File: config.mk
export PLATFORM = sky130hd
export DESIGN_NAME = uart_rx_param
export DESIGN_NICKNAME = d
export VERILOG_FILES = /design/src/rtl/uart_rx_pkg.sv /design/src/rtl/uart_rx_bit_sampler.sv /design/src/rtl/uart_rx_param.sv
export SDC_FILE = /design/constraint.sdc
export NUM_CORES = 1
export LEC_CHECK = 0
export ABC_AREA = 1
export BUFFER_PORTS_ARGS = -buffer_cell sky130_fd_sc_hd__buf_2
export CAP_MARGIN = 30
export CORE_MARGIN = 10
export CORE_UTILIZATION = 60
export DETAILED_ROUTE_END_ITERATION = 10
export PLACE_DENSITY = 0.78
export SYNTH_ARGS = -nofsm -noshare
export SYNTH_HDL_FRONTEND = slang
export SYNTH_SLANG_ARGS = --single-unit
export TNS_END_PERCENT = 100
File: constraint.sdc
create_clock -name CLK -period 5.6 [get_ports CLK]
set_input_delay 0.28 -clock CLK [delete_from_list [all_inputs] [get_ports CLK]]
set_output_delay 0.28 -clock CLK [all_outputs]
set_load 0.1 [all_outputs]
File: src/rtl/uart_rx_pkg.sv
// Shared definitions for the parametrised UART receiver.
//   rx_state_e : receive FSM state encoding
//   PAR_EVEN / PAR_ODD : values of PAR_TYP
//   MIN_PRESC  : smallest oversampling ratio; lower Prescale values are clamped up
//   maj3       : 2-of-3 majority vote used by the bit sampler
package uart_rx_pkg;

    typedef enum logic [2:0] {
        ST_IDLE   = 3'd0,
        ST_START  = 3'd1,
        ST_DATA   = 3'd2,
        ST_PARITY = 3'd3,
        ST_STOP   = 3'd4,
        ST_BREAK  = 3'd5
    } rx_state_e;

    localparam logic PAR_EVEN = 1'b0;
    localparam logic PAR_ODD  = 1'b1;

    localparam int unsigned MIN_PRESC = 4;

    function automatic logic maj3(input logic a, input logic b, input logic c);
        return (a & b) | (a & c) | (b & c);
    endfunction

endpackage

File: src/rtl/uart_rx_bit_sampler.sv
// Bit timing for the UART receiver.
// Ports:
//   clk, rst_n : oversampling clock, asynchronous active-low reset
//   start      : start edge seen this cycle; that cycle is count 0 of the start bit
//   active     : FSM is inside a frame (START/DATA/PARITY/STOP)
//   rx         : synchronised serial line
//   presc      : latched, already-clamped CLK cycles per bit
//   bit_tick   : majority decision available (count P/2+1)
//   bit_val    : 2-of-3 majority of the samples at P/2-1, P/2, P/2+1
//   bit_end    : last cycle of the bit (count P-1)
module uart_rx_bit_sampler
    import uart_rx_pkg::*;
#(
    parameter int unsigned PRESC_W = 6
) (
    input  logic               clk,
    input  logic               rst_n,
    input  logic               start,
    input  logic               active,
    input  logic               rx,
    input  logic [PRESC_W-1:0] presc,
    output logic               bit_tick,
    output logic               bit_val,
    output logic               bit_end
);

    localparam logic [PRESC_W-1:0] ONE = PRESC_W'(1);

    logic [PRESC_W-1:0] cnt_q, cnt_d;
    logic [PRESC_W-1:0] half;
    logic               s0_q, s0_d;
    logic               s1_q, s1_d;

    assign half = presc >> 1;

    always_comb begin
        cnt_d    = '0;
        s0_d     = s0_q;
        s1_d     = s1_q;
        bit_tick = 1'b0;
        bit_end  = 1'b0;
        // third sample is taken live from rx in the decision cycle
        bit_val  = maj3(s0_q, s1_q, rx);
        if (start) begin
            cnt_d = ONE;
        end else if (active) begin
            if (cnt_q == half - ONE) begin
                s0_d = rx;
            end
            if (cnt_q == half) begin
                s1_d = rx;
            end
            if (cnt_q == half + ONE) begin
                bit_tick = 1'b1;
            end
            if (cnt_q == presc - ONE) begin
                bit_end = 1'b1;
                cnt_d   = '0;
            end else begin
                cnt_d = cnt_q + ONE;
            end
        end
    end

    always_ff @(posedge clk or negedge rst_n) begin
        if (!rst_n) begin
            cnt_q <= '0;
            s0_q  <= 1'b1;
            s1_q  <= 1'b1;
        end else begin
            cnt_q <= cnt_d;
            s0_q  <= s0_d;
            s1_q  <= s1_d;
        end
    end

endmodule

File: src/rtl/uart_rx_param.sv
// Parametrised UART receiver: synchroniser, frame FSM, shift register and checkers.
// Ports:
//   CLK, RST      : oversampling clock, asynchronous active-low reset
//   RX_IN         : serial line, idle high, asynchronous to CLK
//   PAR_EN/PAR_TYP: parity present / odd parity; latched at start edge
//   STOP2         : two stop bits; latched at start edge
//   Prescale      : CLK cycles per bit, clamped to >= 4; latched at start edge
//   P_DATA        : last error-free word
//   data_valid    : 1-cycle pulse, P_DATA updated
//   Parity_Error  : 1-cycle pulse, parity mismatch
//   Stop_Error    : 1-cycle pulse, a stop bit sampled 0
//   Break_Detect  : level, line held low for a whole frame; clears on RX_IN=1
module uart_rx_param
    import uart_rx_pkg::*;
#(
    parameter int unsigned DATA_W   = 8,
    parameter int unsigned PRESC_W  = 6,
    parameter int unsigned SYNC_STG = 2
) (
    input  logic               CLK,
    input  logic               RST,
    input  logic               RX_IN,
    input  logic               PAR_EN,
    input  logic               PAR_TYP,
    input  logic               STOP2,
    input  logic [PRESC_W-1:0] Prescale,
    output logic [DATA_W-1:0]  P_DATA,
    output logic               data_valid,
    output logic               Parity_Error,
    output logic               Stop_Error,
    output logic               Break_Detect
);

    localparam int unsigned BCNT_W = $clog2(DATA_W + 1);
    localparam logic [PRESC_W-1:0] PRESC_MIN = PRESC_W'(MIN_PRESC);

    rx_state_e state_q, state_d;

    logic [SYNC_STG-1:0] sync_q, sync_d;
    logic                rx_s;
    logic                rx_prev_q, rx_prev_d;

    logic [PRESC_W-1:0]  presc_q, presc_d;
    logic                par_en_q, par_en_d;
    logic                par_typ_q, par_typ_d;
    logic                stop2_q, stop2_d;

    logic [DATA_W-1:0]   sh_q, sh_d;
    logic [BCNT_W-1:0]   bcnt_q, bcnt_d;
    logic                stop_cnt_q, stop_cnt_d;
    logic                par_err_q, par_err_d;
    logic                stop_err_q, stop_err_d;
    logic                all_zero_q, all_zero_d;

    logic [DATA_W-1:0]   pdata_q, pdata_d;
    logic                dv_q, dv_d;
    logic                perr_q, perr_d;
    logic                serr_q, serr_d;

    logic                start_det;
    logic                active;
    logic                bit_tick, bit_val, bit_end;
    logic [PRESC_W-1:0]  presc_clamped;
    logic                par_exp;

    assign sync_d    = {sync_q[SYNC_STG-2:0], RX_IN};
    assign rx_s      = sync_q[SYNC_STG-1];
    assign rx_prev_d = rx_s;

    // a 1->0 edge is required, so a line still low after BREAK cannot start a frame
    assign start_det = (state_q == ST_IDLE) && rx_prev_q && !rx_s;
    assign active    = (state_q == ST_START) || (state_q == ST_DATA) ||
                       (state_q == ST_PARITY) || (state_q == ST_STOP);

    assign presc_clamped = (Prescale < PRESC_MIN) ? PRESC_MIN : Prescale;
    assign par_exp       = (^sh_q) ^ (par_typ_q == PAR_ODD);

    uart_rx_bit_sampler #(
        .PRESC_W (PRESC_W)
    ) u_sampler (
        .clk      (CLK),
        .rst_n    (RST),
        .start    (start_det),
        .active   (active),
        .rx       (rx_s),
        .presc    (presc_q),
        .bit_tick (bit_tick),
        .bit_val  (bit_val),
        .bit_end  (bit_end)
    );

    always_comb begin
        state_d    = state_q;
        presc_d    = presc_q;
        par_en_d   = par_en_q;
        par_typ_d  = par_typ_q;
        stop2_d    = stop2_q;
        sh_d       = sh_q;
        bcnt_d     = bcnt_q;
        stop_cnt_d = stop_cnt_q;
        par_err_d  = par_err_q;
        stop_err_d = stop_err_q;
        all_zero_d = all_zero_q;
        pdata_d    = pdata_q;
        dv_d       = 1'b0;
        perr_d     = 1'b0;
        serr_d     = 1'b0;

        unique case (state_q)
            ST_IDLE: begin
                if (start_det) begin
                    presc_d    = presc_clamped;
                    par_en_d   = PAR_EN;
                    par_typ_d  = PAR_TYP;
                    stop2_d    = STOP2;
                    sh_d       = '0;
                    bcnt_d     = '0;
                    stop_cnt_d = 1'b0;
                    par_err_d  = 1'b0;
                    stop_err_d = 1'b0;
                    all_zero_d = 1'b1;
                    state_d    = ST_START;
                end
            end

            ST_START: begin
                if (bit_tick && bit_val) begin
                    state_d = ST_IDLE;
                end else if (bit_end) begin
                    state_d = ST_DATA;
                end
            end

            ST_DATA: begin
                if (bit_tick) begin
                    sh_d   = {bit_val, sh_q[DATA_W-1:1]};
                    bcnt_d = bcnt_q + BCNT_W'(1);
                    if (bit_val) begin
                        all_zero_d = 1'b0;
                    end
                end
                // bcnt_d, not bcnt_q: at Prescale 4 tick and bit end share a cycle
                if (bit_end && (bcnt_d == BCNT_W'(DATA_W))) begin
                    state_d = par_en_q ? ST_PARITY : ST_STOP;
                end
            end

            ST_PARITY: begin
                if (bit_tick) begin
                    par_err_d = (bit_val != par_exp);
                    if (bit_val) begin
                        all_zero_d = 1'b0;
                    end
                end
                if (bit_end) begin
                    state_d = ST_STOP;
                end
            end

            ST_STOP: begin
                if (bit_tick) begin
                    if (!bit_val) begin
                        stop_err_d = 1'b1;
                    end else begin
                        all_zero_d = 1'b0;
                    end
                end
                // leave at the mid-bit decision of the last stop bit so a
                // following start bit with no idle gap is not missed
                if (bit_tick && (stop_cnt_q == stop2_q)) begin
                    if (par_err_d || stop_err_d) begin
                        perr_d = par_err_d;
                        serr_d = stop_err_d;
                    end else begin
                        dv_d    = 1'b1;
                        pdata_d = sh_q;
                    end
                    state_d = all_zero_d ? ST_BREAK : ST_IDLE;
                end else if (bit_end) begin
                    stop_cnt_d = 1'b1;
                end
            end

            ST_BREAK: begin
                if (rx_s) begin
                    state_d = ST_IDLE;
                end
            end

            default: begin
                state_d = ST_IDLE;
            end
        endcase
    end

    always_ff @(posedge CLK or negedge RST) begin
        if (!RST) begin
            state_q    <= ST_IDLE;
            sync_q     <= '1;
            rx_prev_q  <= 1'b1;
            presc_q    <= PRESC_MIN;
            par_en_q   <= 1'b0;
            par_typ_q  <= 1'b0;
            stop2_q    <= 1'b0;
            sh_q       <= '0;
            bcnt_q     <= '0;
            stop_cnt_q <= 1'b0;
            par_err_q  <= 1'b0;
            stop_err_q <= 1'b0;
            all_zero_q <= 1'b0;
            pdata_q    <= '0;
            dv_q       <= 1'b0;
            perr_q     <= 1'b0;
            serr_q     <= 1'b0;
        end else begin
            state_q    <= state_d;
            sync_q     <= sync_d;
            rx_prev_q  <= rx_prev_d;
            presc_q    <= presc_d;
            par_en_q   <= par_en_d;
            par_typ_q  <= par_typ_d;
            stop2_q    <= stop2_d;
            sh_q       <= sh_d;
            bcnt_q     <= bcnt_d;
            stop_cnt_q <= stop_cnt_d;
            par_err_q  <= par_err_d;
            stop_err_q <= stop_err_d;
            all_zero_q <= all_zero_d;
            pdata_q    <= pdata_d;
            dv_q       <= dv_d;
            perr_q     <= perr_d;
            serr_q     <= serr_d;
        end
    end

    assign P_DATA       = pdata_q;
    assign data_valid   = dv_q;
    assign Parity_Error = perr_q;
    assign Stop_Error   = serr_q;
    assign Break_Detect = (state_q == ST_BREAK);

endmodule

; Word level (Yosys, flattened, before mapping)
; Cells that the tools add are included.
[word_totals]
word_cells = 135
ff_bits = 50
output_inout_bits = 12
[op_classes]
mux = 51
bitwise_logic = 8
reduce_logical = 28
n_lt_le_gt_ge = 1
add_sub_neg = 5
n_eq_ne = 22
[ops]
columns = operator, n
row1 = 3-bit two-way mux, 9
row2 = 1-bit two-way mux, 26
row3 = 6-bit two-way mux, 4
row4 = 6-bit == test, 3
row5 = 3-bit case mux with 6 select lines, 1
row6 = 8-bit two-way mux, 2
row7 = 8-bit case mux with 2 select lines, 1
row8 = 3-bit AND reduction, 5
row9 = 4-bit two-way mux, 3
row10 = 2-bit inequality test (second input constant), 6
row11 = 4-bit case mux with 2 select lines, 1
row12 = 2-bit AND reduction, 4
row13 = 8-bit XOR reduction, 1
row14 = 5-bit by 1-bit adder with 6-bit output (second input constant), 1
row15 = 6-bit by 1-bit adder with 6-bit output (second input constant), 1
row16 = 3-bit by 2-bit == test with 1-bit output (second input constant), 2
row17 = 3-bit == test (second input constant), 2
row18 = 6-bit by 5-bit == test with 1-bit output, 1
row19 = 6-bit by 3-bit less-than comparator with 1-bit output (second input constant), 1
row20 = 2-bit by 1-bit inequality test with 1-bit output (second input constant), 3
row21 = 1-bit case mux with 2 select lines, 3
row22 = 6-bit AND reduction, 1
row23 = 2-bit nonzero test, 3
row24 = 5-bit by 1-bit subtractor with 6-bit output (second input constant), 1
row25 = other kinds (19), 30

; Logic depth before layout (Yosys ltp)
; Gate-level depths: netlist of run 1.
[depth]
word_depth = 12
mapped_depth = 18
ltp_nobuf = 17

; Cells and area by module
; Synthesis of run 1 repeated with hierarchy kept, for this count alone.
[hier_totals]
hier_cells = 441
area_unflattened_um2 = 3154.3
[by_module_without_submodules]
columns = module, area_per_inst_um2, cells_per_inst, n_inst
row1 = uart_rx_param, 2168.3, 279, 1
row2 = uart_rx_bit_sampler, 985.9, 162, 1

; Worst setup path before layout of run 1
; OpenSTA, ideal clock, no wires.
[synth_timing]
kind = register to register
from = reg state_q[1]
to = reg state_q[2]
setup_ns = 0.117
path_slack_ns = 3.184
path_buffers = 0
arrival_time_ns = 2.300
path_stages_with_launch = 9
cell_sequence = dfrtp_1 -> inv_2 -> nand2_1 -> nor2_1 -> a21oi_1 -> nand2_1 -> nor2_2 -> nand3_1 -> nand2_1
[synth_between]
elab_cells_between_ends = 34
cone_classes = 12 x eq/ne / 12 x mux / 10 x reduce/logical
[synth_rtl]
columns = item, line_no
row1 = "start, declared", uart_rx_param.sv:37  ; rx_state_e state_q, state_d;
row2 = "start signal, assigned", uart_rx_param.sv:216  ; state_q <= state_d;
row3 = 3-bit == test *, n/a
row4 = via Break_Detect, uart_rx_param.sv:31  ; output logic Break_Detect
row5 = 2-bit by 1-bit inequality test with 1-bit output (no source line), n/a
row6 = 6-bit AND reduction (no source line), n/a
; The timed path passes the listed nets; every way through them passes the cells marked *. The select of a mux whose other input is x is not followed.
; A chain may end at the register's enable or synchronous reset.

; Final worst setup path of run 1
[layout_timing]
from = reg presc_q[2]
to = reg pdata_q[3], in the netlist P_DATA[3]
[layout_between]
elab_chain_cells = 10
elab_cells_between_ends = 11
cone_classes = 1 x add/sub / 1 x eq/ne / 5 x mux / 1 x bitwise / 3 x reduce/logical
[layout_lines]
columns = item, line_no
row1 = "start, declared", uart_rx_param.sv:43  ; logic [PRESC_W-1:0] presc_q, presc_d;
row2 = "start signal, assigned", uart_rx_param.sv:219  ; presc_q <= presc_d;
row3 = 5-bit by 1-bit adder with 6-bit output *, uart_rx_bit_sampler.sv:53  ; if (cnt_q == half + ONE) begin
row4 = 6-bit == test *, uart_rx_bit_sampler.sv:53
row5 = 1-bit two-way mux *, uart_rx_bit_sampler.sv:53
row6 = 1-bit two-way mux *, uart_rx_bit_sampler.sv:46  ; end else if (active) begin
row7 = 1-bit two-way mux *, uart_rx_bit_sampler.sv:44  ; if (start) begin
row8 = 1-bit two-way mux, uart_rx_param.sv:161  ; if (bit_tick) begin
row9 = 1-bit two-way mux, uart_rx_param.sv:109  ; unique case (state_q)
row10 = 1-bit logical OR, uart_rx_param.sv:171  ; if (par_err_d || stop_err_d) begin
row11 = 1-bit NOT (no source line), n/a
row12 = 3-bit AND reduction (no source line) *, n/a
row13 = "end signal, assigned", uart_rx_param.sv:229  ; pdata_q <= pdata_d;
row14 = "end, declared", uart_rx_param.sv:55  ; logic [DATA_W-1:0] pdata_q, pdata_d;
; Mark *: on every way between the ends. The rest lies on a longest branch, timed or not. The select of a mux whose other input is x is not followed.

==> results of run 1 <==
## per-layer routing
metal  vias up  routed length [µm]
li1       1197                   -
met1      1136                2790
met2        67                2720
met3         5                 364
met4         0                  53
met5         -                   0
## layout make-up
cell class,count,area (µm²),share of cell area
Timing Repair Buffer,24,123,0.0391
Clock inverter,1,7.51,0.00239
Clock buffer,7,76.3,0.0243
Sequential cell,50,1260,0.401
Tap cell,67,83.8,0.0267
Multi-Input combinational cell,256,1390,0.443
Inverter,53,200,0.0638
## placed cells by master, fill, tap and decap left out, drive strengths merged
master and instances:
a21oi 4, a31oi 1, a32oi 1, buf 24, clkbuf 7, clkinv 2, clkinvlp 1, dfrtp 44
dfstp 6, ha 6, inv 51, nand2 106, nand3 34, nand4 2, nor2 30, nor3 5
nor3b 1, nor4 1, o211ai 1, o21ai 32, o22ai 4, or2 1, xnor2 16, xor2 11
## worst max-delay path, cell delays in order, from the launching register on
cell	delay, ns
dfstp_2	0.62
inv_1	0.10
ha_1	0.30
nand2_1	0.05
inv_1	0.06
nor2_1	0.05
nor2_2	0.13
nand3_4	0.10
nor2_8	0.12
nand2_4	0.10
clkinv_2	0.08
nand2_2	0.07
nor3_2	0.13
nand2_2	0.26
nand2_1	0.16
o21ai_2	0.06
## worst min-delay path by stage
| stage | from | slack (ns) | cells past startpoint | end |
|---|---|---|---|---|
| 2_1_floorplan | RST | -0.02 | 0 | P_DATA[0] |
| 3_3_place_gp | sync_q[0] | 0.35 | 0 | sync_q[1] |
| 3_5_place_dp | sync_q[0] | 0.35 | 0 | sync_q[1] |
| 4_1_cts | RX_IN | 0.06 | 1 | sync_q[0] |
| 5_1_grt | RX_IN | 0.06 | 1 | sync_q[0] |
| 6_report | RST | 0.07 | 2 | all_zero_q |
## sequential cells by signal (all words and copies together) (netlist names), 2 cells and up
name             count
presc_q              6
bcnt_q               4
P_DATA               8
state_q              3
u_sampler.cnt_q      6
sync_q               2
sh_q                 8
## cells by family after synthesis
group | after synthesis | synth area share
adders and majority gates | 6 | 0.0258
DFF | 50 | 0.433
xor gates and xnor gates | 27 | 0.0814
AOI/OAI and AO/OA | 43 | 0.0900
buffers and inverters | 63 | 0.0883
and+or+nand+nor | 180 | 0.281
## power by group through the flow
stage	Sequential [mW]	Clock [mW]	Combinational [mW]
finish	0.550	0.207	0.685
global route	0.565	0.226	0.787
CTS	0.548	0.213	0.686
detailed placement	0.555	0	0.682
global placement	0.554	0	0.670
floorplan	0.513	0	0.594
==> results by group, run 1 <==
Yosys
  • Synthesized instance count: 369
  • Top_reg_cell synth: dfrtp_1
  • Synthesized area: 2910 µm²
  • Yosys cell types: 36
  • EDFF count, synth: 0
  • Yosys warning count: 0
  • Synth top area share: 0.379
  • Most frequent cell after synthesis: nand2_1
  • Commonest cells in the netlist: nand2_1, inv_1, dfrtp_1, nand3_1, nor2_1
  • Sequential area share after synthesis: 0.433
  • Asr flop ratio synth: 1.00
  • #FFs+latches synth: 50
  • Net Count, Synth: 387
  • Area contributors post-synth: dfrtp_1, nand2_1, inv_1
  • Synthesized area per cell: 7.87 µm²
  • Post-synth top area cell: dfrtp_1

Cells and area
  • Final core occ: 0.665
  • Fraction of layout instances using a drive strength above 1: 0.174
  • Nets: 408
  • Fin cells: 458
  • Ant. Diodes: 0
  • # fillers: 390
  • Fin area: 3140 µm²
  • Area growth syn-to-layout: 8.05%

Timing
  • RSZ-0062 raised after global routing: false
  • Slew HR: 0.427
  • Final hold slack: 0.0677 ns
  • Final Critical Period: 2.51 ns
  • Final setup TNS: 0 ns
  • Pins over their slew limit: 0
  • Slew @ Worst Pin: 0.856 ns
  • Finish-stage setup viols: 0
  • Post-route worst setup slack: 3.09 ns
  • Final period util: 0.449
  • Max Clock Freq: 398 MHz
  • Clock Skew: 0.00729 ns
  • Final hold violation count: 0

Routing
  • DRC viols: 0
  • Routed wire length: 5.93 mm
  • Starting DRT DRC Count: 149
  • Avg Vias per Cell: 5.25
  • Via count: 2405
  • Post-route ant nets: 0
  • Average wire per standard cell: 12.9 µm
  • Drt first pass iters: 4

Power and ir drop
  • Int Pwr: 0.780 mW
  • Switching power: 0.662 mW
  • Clk pwr share: 0.143
  • Sw Ratio: 0.459
  • Flop pwr share: 0.381
  • Comb pwr share: 0.475
  • VDD IR-drop max: 0.000236 V
  • Total Power: 1.44 mW
  • Leakage: 1.60 nW
  • PD cells: 460 nW/µm²

Clocking
  • CTS tree: done
  • Clk root buf: clkbuf_8
  • H-tree Lvls: 2
  • Post-CTS sizing: 0
  • Max clock buf depth: 2
  • TritonCTS Sinks: 50
  • Post-CTS Setup Inserts: 0
  • Worst-path clk slew: 0.09 ns
  • Worst-skew pair later-pin latency: 0.30 ns
  • Post-cts hold buffer count: 0
  • Num CTS Buffers: 5

GRT
  • GRT overflow: 0
  • First-pass GRT wire length: 10.4 mm
  • Met1 usage: 0.215
  • Pin count of the biggest net entering global routing: 51
  • Initial antenna violation count: 0
  • Number of global-route vias before repair: 2320
  • Met3 usage: 0.0361
  • Top Usage Layer GRT: met2
  • Met2 Use GR: 0.260
  • GRT Overall Usage: 0.163

Setup path
  • Arr. time, crit path: 2.70 ns
  • CP Launch Type: flip-flop
  • Class of the most critical setup path: flip-flop to flip-flop
  • Worst r2r path cells: 15
  • CP Launch Point: presc_q[2]
  • Worst path required time: 5.79 ns
  • RR Startpoint: presc_q[2]
  • CP max FO: 17
  • Flop2flop setup slack: 3.09 ns
  • CP Capture Point: P_DATA[3]
  • Reg-to-Reg End: P_DATA[3]
  • Crit. End Element: flip-flop

Die
  • Die area: 8030 µm²
  • Die X: 89.6 µm
  • Num ports: 24
  • Row count: 25
  • Die height: 89.6 µm
  • Initial Util: 0.615
  • Total core area: 4720 µm²

Placed design
  • Hpwl dp: 4.54 mm
  • GPL Wtd Cong: 0.870
  • Port Buffers: 23
  • Setup slack at placement: 3.10 ns
  • Post-Place Cells: 450
  • Post-place instance area: 3060 µm²

Flow run
  • Total of max-cap violations: 0

Run status
  • Status: finished, final reports clean

Hold path
  • Hold Path Class: input pin to async pin
No activity file was read; power rests on OpenSTA's default activity.
==> inputs of run 2 (changes only) <==
--- a/config.mk
+++ b/config.mk
@@ -5,7 +5,7 @@
 export SDC_FILE = /design/constraint.sdc
 export NUM_CORES = 1
 export LEC_CHECK = 0
-export ABC_AREA = 1
+export ABC_AREA = 0
 export BUFFER_PORTS_ARGS = -buffer_cell sky130_fd_sc_hd__buf_2
 export CAP_MARGIN = 30
 export CORE_MARGIN = 10
==> constraint.sdc (replaced) <==
create_clock -name CLK -period 2.4 [get_ports CLK]
set_input_delay 0.12 -clock CLK [delete_from_list [all_inputs] [get_ports CLK]]
set_output_delay 0.12 -clock CLK [all_outputs]
set_load 0.1 [all_outputs]
==> run 2 against run 1 <==
Effect of this change:
- the flow now finishes with violations (setup timing)
- cell count shrank 7.6%
- via count is 1.0% lower
- sequential power up 130%
- critical path depth fell by 6
- register-to-register slack got worse by 3.4 ns
==> results by group, run 2 <==
Die
  • Num ports: 24
  • Initial Util: 0.621
  • Die X: 89.9 µm
  • Die area: 8090 µm²
  • Total core area: 4720 µm²
  • Die height: 89.9 µm
  • Row count: 25

Yosys
  • Synthesized area per cell: 10.0 µm²
  • Yosys cell types: 61
  • Synthesized instance count: 293
  • Asr flop ratio synth: 1.00
  • Post-synth top area cell: dfrtp_1
  • #FFs+latches synth: 50
  • Top_reg_cell synth: dfrtp_1
  • EDFF count, synth: 0
  • Synth top area share: 0.375
  • Area contributors post-synth: dfrtp_1, dfstp_2, xnor2_1
  • Sequential area share after synthesis: 0.429
  • Synthesized area: 2930 µm²
  • Most frequent cell after synthesis: dfrtp_1
  • Net Count, Synth: 311
  • Commonest cells in the netlist: dfrtp_1, nand2_1, nor2_1, xnor2_1, xor2_1
  • Yosys warning count: 0

Placed design
  • Hpwl dp: 5.22 mm
  • Port Buffers: 23
  • GPL Wtd Cong: 0.879

Setup path
  • Crit. End Element: flip-flop
  • Class of the most critical setup path: flip-flop to flip-flop
  • Critical-path top delay cell: dfstp_2
  • CP cell instances: buf_4 > ha_2 > nor2_1 > or3_1 > a21oi_4 > nor3b_4 > mux2_4 > o31a_1 > o31a_1
  • Crit-path leading delay family: compound AO/OA/AOI/OAI gates
  • Worst path bufs/invs: 1
  • CP dominant cell by count: o31a_1
  • CP max FO: 10
  • Arr. time, crit path: 2.90 ns
  • Worst path required time: 2.61 ns
  • CP Launch Type: flip-flop
  • Largest stage delay on the critical path: 0.58 ns

Cells and area
  • Nets: 373
  • Fraction of layout instances using a drive strength above 1: 0.329
  • Area growth syn-to-layout: 23.9%
  • Commonest non-fill, non-tap cell in the layout: dfrtp_1
  • Most frequent cells in the layout: dfrtp_1, nand2_1, buf_4
  • Ant. Diodes: 0

Timing
  • RSZ-0062 raised after global routing: true
  • Post-route worst setup slack: -0.295 ns
  • Final hold slack: 0.0198 ns
  • Final period util: 1.12
  • Max Clock Freq: 371 MHz
  • Final hold violation count: 0
  • Clock Skew: 0.0103 ns
  • Slew @ Worst Pin: 0.618 ns
  • Pins over their slew limit: 0
  • Finish-stage setup viols: 21
  • Final Critical Period: 2.70 ns
  • Slew HR: 0.584

GRT
  • Met1 usage: 0.240
  • Pin count of the biggest net entering global routing: 39
  • First-pass GRT wire length: 12.2 mm
  • Initial antenna violation count: 0
  • Top Usage Layer GRT: met2
  • Number of global-route vias before repair: 2407
  • Met3 usage: 0.0341
  • GRT overflow: 0
  • GRT Overall Usage: 0.178
  • Met2 Use GR: 0.286

Run status
  • Failing checks: setup timing
  • Status: finished with violations

Routing
  • Drt first pass iters: 4
  • Post-route ant nets: 0
  • Average wire per standard cell: 16.8 µm
  • Starting DRT DRC Count: 176
  • Routed wire length: 7.12 mm
  • Via count: 2380
  • DRC viols: 0
  • Avg Vias per Cell: 5.63

Clocking
  • Worst-path clk slew: 0.10 ns
  • CTS tree: done
  • TritonCTS Sinks: 50
  • Num CTS Buffers: 5
  • H-tree Lvls: 2
  • Clk root buf: clkbuf_8
  • Worst-skew pair later-pin latency: 0.31 ns
  • Max clock buf depth: 2

Flow run
  • Total of max-cap violations: 0

Power and ir drop
  • PD cells: 1180 nW/µm²
  • VDD IR-drop max: 0.000728 V
  • Leakage: 1.73 nW
  • Total Power: 4.27 mW

Hold path
  • Hold Path Class: input pin to flip-flop
run 2: cells by family (layout without fill, tap and decap cells):
family,after synthesis,after routing,share of synthesized area
buf+inv,23,85,0.0473
xor+xnor,36,36,0.114
mux,13,13,0.0593
simple gates,114,115,0.195
flops,50,50,0.429
fa+ha+maj,6,6,0.0256
compound gates,51,51,0.130
run 2: path summary, 6_finish.rpt:
kind / start / to / slack, ns / cells after the start
max in group asynchronous: RST / u_sampler.s0_q / 1.61 / 3
max: presc_q[2] / state_q[1] / -0.30 / 9
min: Prescale[2] / presc_q[2] / 0.02 / 3
min in group asynchronous: RST / state_q[1] / 0.22 / 2
max reg2reg: presc_q[2] / state_q[1] / -0.30 / 9
min reg2reg: sync_q[0] / sync_q[1] / 0.36 / 0
run 2: cell type report:
| cell class | instances | area (µm²) |
|---|---|---|
| Clock buffer | 5 | 68.8 |
| Timing Repair Buffer | 69 | 490 |
| Inverter | 8 | 32.5 |
| Fill cell | 319 | 1090 |
| Multi-Input combinational cell | 221 | 1650 |
| Clock inverter | 3 | 48.8 |
| Sequential cell | 50 | 1260 |
| Tap cell | 67 | 83.8 |
run 2: metal layers:
layer	up-vias	part of all wire
li1	1143	-
met1	1162	0.46
met2	66	0.48
met3	9	0.050
met4	0	0.010
met5	-	0
run 2: power by group:
group / internal [mW] / switching, mW
logic: 1.09 / 1.29
clock network: 0.318 / 0.305
registers: 1.04 / 0.218
run 2: repair_timing:
item | 4_1_cts | 5_1_grt
hold buffers | 4 | 0
pin swaps | 4 | 2
gates resized for setup | 10 | 5
hold endpoints to repair | 15 | 0
buffers inserted | 2 | 1
gates cloned | 1 | 0
setup endpoints to repair | 22 | 25
run 2: through the flow:
| stage | worst slack (ns) | instances | setup TNS [ns] | utilization | area [µm²] |
|---|---|---|---|---|---|
| finish | -0.295 | 423 | -3.57 | 0.770 | 3630 |
| global route | -0.393 | 423 | -5.12 | 0.770 | 3630 |
| CTS | -0.286 | 422 | -3.18 | 0.761 | 3590 |
| detailed placement | -0.310 | 407 | -4.45 | 0.714 | 3370 |
| global placement | -0.242 | 406 | -2.67 | 0.710 | 3350 |
| floorplan | -0.400 | 293 | -4.16 | - | 2980 |
run 2: worst register-to-register path: cells and delay by family, from the launching register on:
family / cells / cell delay (ns)
multiplexers: 1 / 0.30
AND/OR/NAND/NOR: 3 / 0.47
buffers and inverters: 1 / 0.18
adder cells (fa/ha/maj): 1 / 0.23
flip-flops: 1 / 0.58
AO/OA/AOI/OAI: 3 / 0.84
==> inputs of run 3 (changes only) <==
--- a/config.mk
+++ b/config.mk
@@ -8,8 +8,10 @@
 export ABC_AREA = 0
 export BUFFER_PORTS_ARGS = -buffer_cell sky130_fd_sc_hd__buf_2
 export CAP_MARGIN = 30
+export CELL_PAD_IN_SITES_DETAIL_PLACEMENT = 0
+export CELL_PAD_IN_SITES_GLOBAL_PLACEMENT = 1
 export CORE_MARGIN = 10
-export CORE_UTILIZATION = 60
+export CORE_UTILIZATION = 47
 export DETAILED_ROUTE_END_ITERATION = 10
 export PLACE_DENSITY = 0.78
 export SYNTH_ARGS = -nofsm -noshare
==> run 3 against run 2 <==
Effect of this change:
- the run still ends with setup timing left
- wire length down 3.2%
- largest power group unchanged
- total power down 4.9%
- die area up 21%
- register-to-register slack worse by 0.02 ns
- critical path depth unchanged
==> results by group, run 3 (same netlist as run 2, synthesis figures left out) <==
Clocking
  • Num CTS Buffers: 5
  • H-tree Lvls: 2
  • Clk root buf: clkbuf_8
  • TritonCTS Sinks: 50
  • Worst-path clk slew: 0.10 ns
  • Max clock buf depth: 2
  • CTS tree: done
  • Worst-skew pair later-pin latency: 0.31 ns

Timing
  • Slew @ Worst Pin: 0.635 ns
  • Clock Skew: 0.00571 ns
  • Finish-stage setup viols: 12
  • Pins over their slew limit: 0
  • Final Critical Period: 2.71 ns
  • Post-route worst setup slack: -0.313 ns
  • Final hold slack: 0.0105 ns
  • Final hold violation count: 0
  • Max Clock Freq: 369 MHz
  • Slew HR: 0.573
  • RSZ-0062 raised after global routing: true
  • Final period util: 1.13

Placed design
  • Port Buffers: 23
  • Hpwl dp: 4.98 mm
  • GPL Wtd Cong: 0.841
  • Setup slack at placement: -0.283 ns
  • Post-place instance area: 3350 µm²

Setup path
  • CP Launch Type: flip-flop
  • Arr. time, crit path: 2.92 ns
  • Crit. End Element: flip-flop
  • Worst path required time: 2.60 ns
  • Class of the most critical setup path: flip-flop to flip-flop
  • Largest stage delay on the critical path: 0.57 ns
  • CP max FO: 3
  • CP dominant cell by count: o31a_1
  • CP cell instances: inv_4 > ha_4 > xnor2_2 > and4_4 > o2111ai_4 > nor3b_2 > mux2_4 > o31a_1 > o31a_1
  • Critical-path top delay cell: dfstp_2

Cells and area
  • Commonest non-fill, non-tap cell in the layout: dfrtp_1
  • Ant. Diodes: 0
  • Area growth syn-to-layout: 23.4%
  • Most frequent cells in the layout: dfrtp_1, nand2_1, buf_4
  • Fin area: 3620 µm²
  • Final core occ: 0.604
  • Fraction of layout instances using a drive strength above 1: 0.338
  • Nets: 369
  • # fillers: 509

Die
  • Die height: 99.0 µm
  • Row count: 28
  • Die X: 99.0 µm
  • Initial Util: 0.490
  • Num ports: 24
  • Total core area: 5990 µm²
  • Die area: 9800 µm²

Routing
  • Avg Vias per Cell: 5.26
  • Drt first pass iters: 4
  • Starting DRT DRC Count: 134
  • Average wire per standard cell: 16.1 µm
  • Post-route ant nets: 0
  • Via count: 2248
  • Routed wire length: 6.90 mm
  • DRC viols: 0

GRT
  • Initial antenna violation count: 0
  • Pin count of the biggest net entering global routing: 27
  • GRT Overall Usage: 0.141
  • GRT overflow: 0
  • First-pass GRT wire length: 11.5 mm
  • Number of global-route vias before repair: 2274

Run status
  • Failing checks: setup timing
  • Status: finished with violations

Power and ir drop
  • VDD IR-drop max: 0.000693 V
  • Total Power: 4.06 mW
  • Leakage: 1.71 nW
  • PD cells: 1120 nW/µm²

Hold path
  • Hold Path Class: input pin to flip-flop

Flow run
  • Total of max-cap violations: 0
run 3: cell count changes in the layout (fill, tap and decap cells not counted), moves of 2 or more:
cell / change
o21ai_1: +2
nor3b_2: +2
buf_4: -6
nor3_2: +2
nor3_1: -2
nand2_1: -3
clkinv_4: +2
nand2_2: +2
o21ai_0: -3
run 3: critical path, delay by kind of cell, from the launching register on:
kind            cells  cell delay (ns)
buf+inv             1             0.04
compound gates      3             0.77
mux                 1             0.32
flops               1             0.57
fa+ha+maj           1             0.28
xor+xnor            1             0.11
simple gates        2             0.52
run 3: metrics by stage:
stage                     std cells  setup TNS, ns
after global routing            427          -3.75
after global placement          411          -2.83
after floorplan                 293          -4.16
final                           427          -2.30
after detailed placement        411          -3.31
after CTS                       426          -2.47
run 3: layer usage:
layer / vias to the layer above / track usage / share of wire
met5: - / 0 / 0
met4: 0 / 0.0375 / 0.0061
met3: 4 / 0.0307 / 0.040
met2: 37 / 0.206 / 0.44
li1: 1134 / - / -
met1: 1073 / 0.201 / 0.51
run 3: repair_timing:
| item | in CTS | in global routing |
|---|---|---|
| pin swaps | 2 | 13 |
| gates resized for setup | 3 | 23 |
| setup buffers | 2 | 2 |
| hold buffers | 4 | 0 |
| endpoints found under the setup margin | 20 | 27 |
| hold endpoints to repair | 23 | 0 |
| gates cloned | 1 | 0 |
run 3: power by group:
group	leakage [nW]	internal [mW]	switching [mW]
Sequential	0.649	1.04	0.228
Combinational	1.01	1.06	1.19
Clock	0.0502	0.217	0.325
run 3: cell type report:
class | instances | area, µm² | area share
Clock inverter | 3 | 28.8 | 0.00795
Timing Repair Buffer | 65 | 472 | 0.130
Clock buffer | 5 | 68.8 | 0.0190
Inverter | 8 | 32.5 | 0.00899
Multi-Input combinational cell | 221 | 1670 | 0.460
Sequential cell | 50 | 1260 | 0.348
Tap cell | 75 | 93.8 | 0.0259
run 3: final timing paths:
kind / slack (ns) / cells after the start / end / from
max: -0.31 / 9 / state_q[1] / presc_q[2]
min: 0.01 / 3 / presc_q[5] / Prescale[5]
max reg2reg: -0.31 / 9 / state_q[1] / presc_q[2]
min reg2reg: 0.37 / 0 / sync_q[1] / sync_q[0]
max in group asynchronous: 1.42 / 3 / rx_prev_q / RST
min in group asynchronous: 0.36 / 2 / presc_q[0] / RST
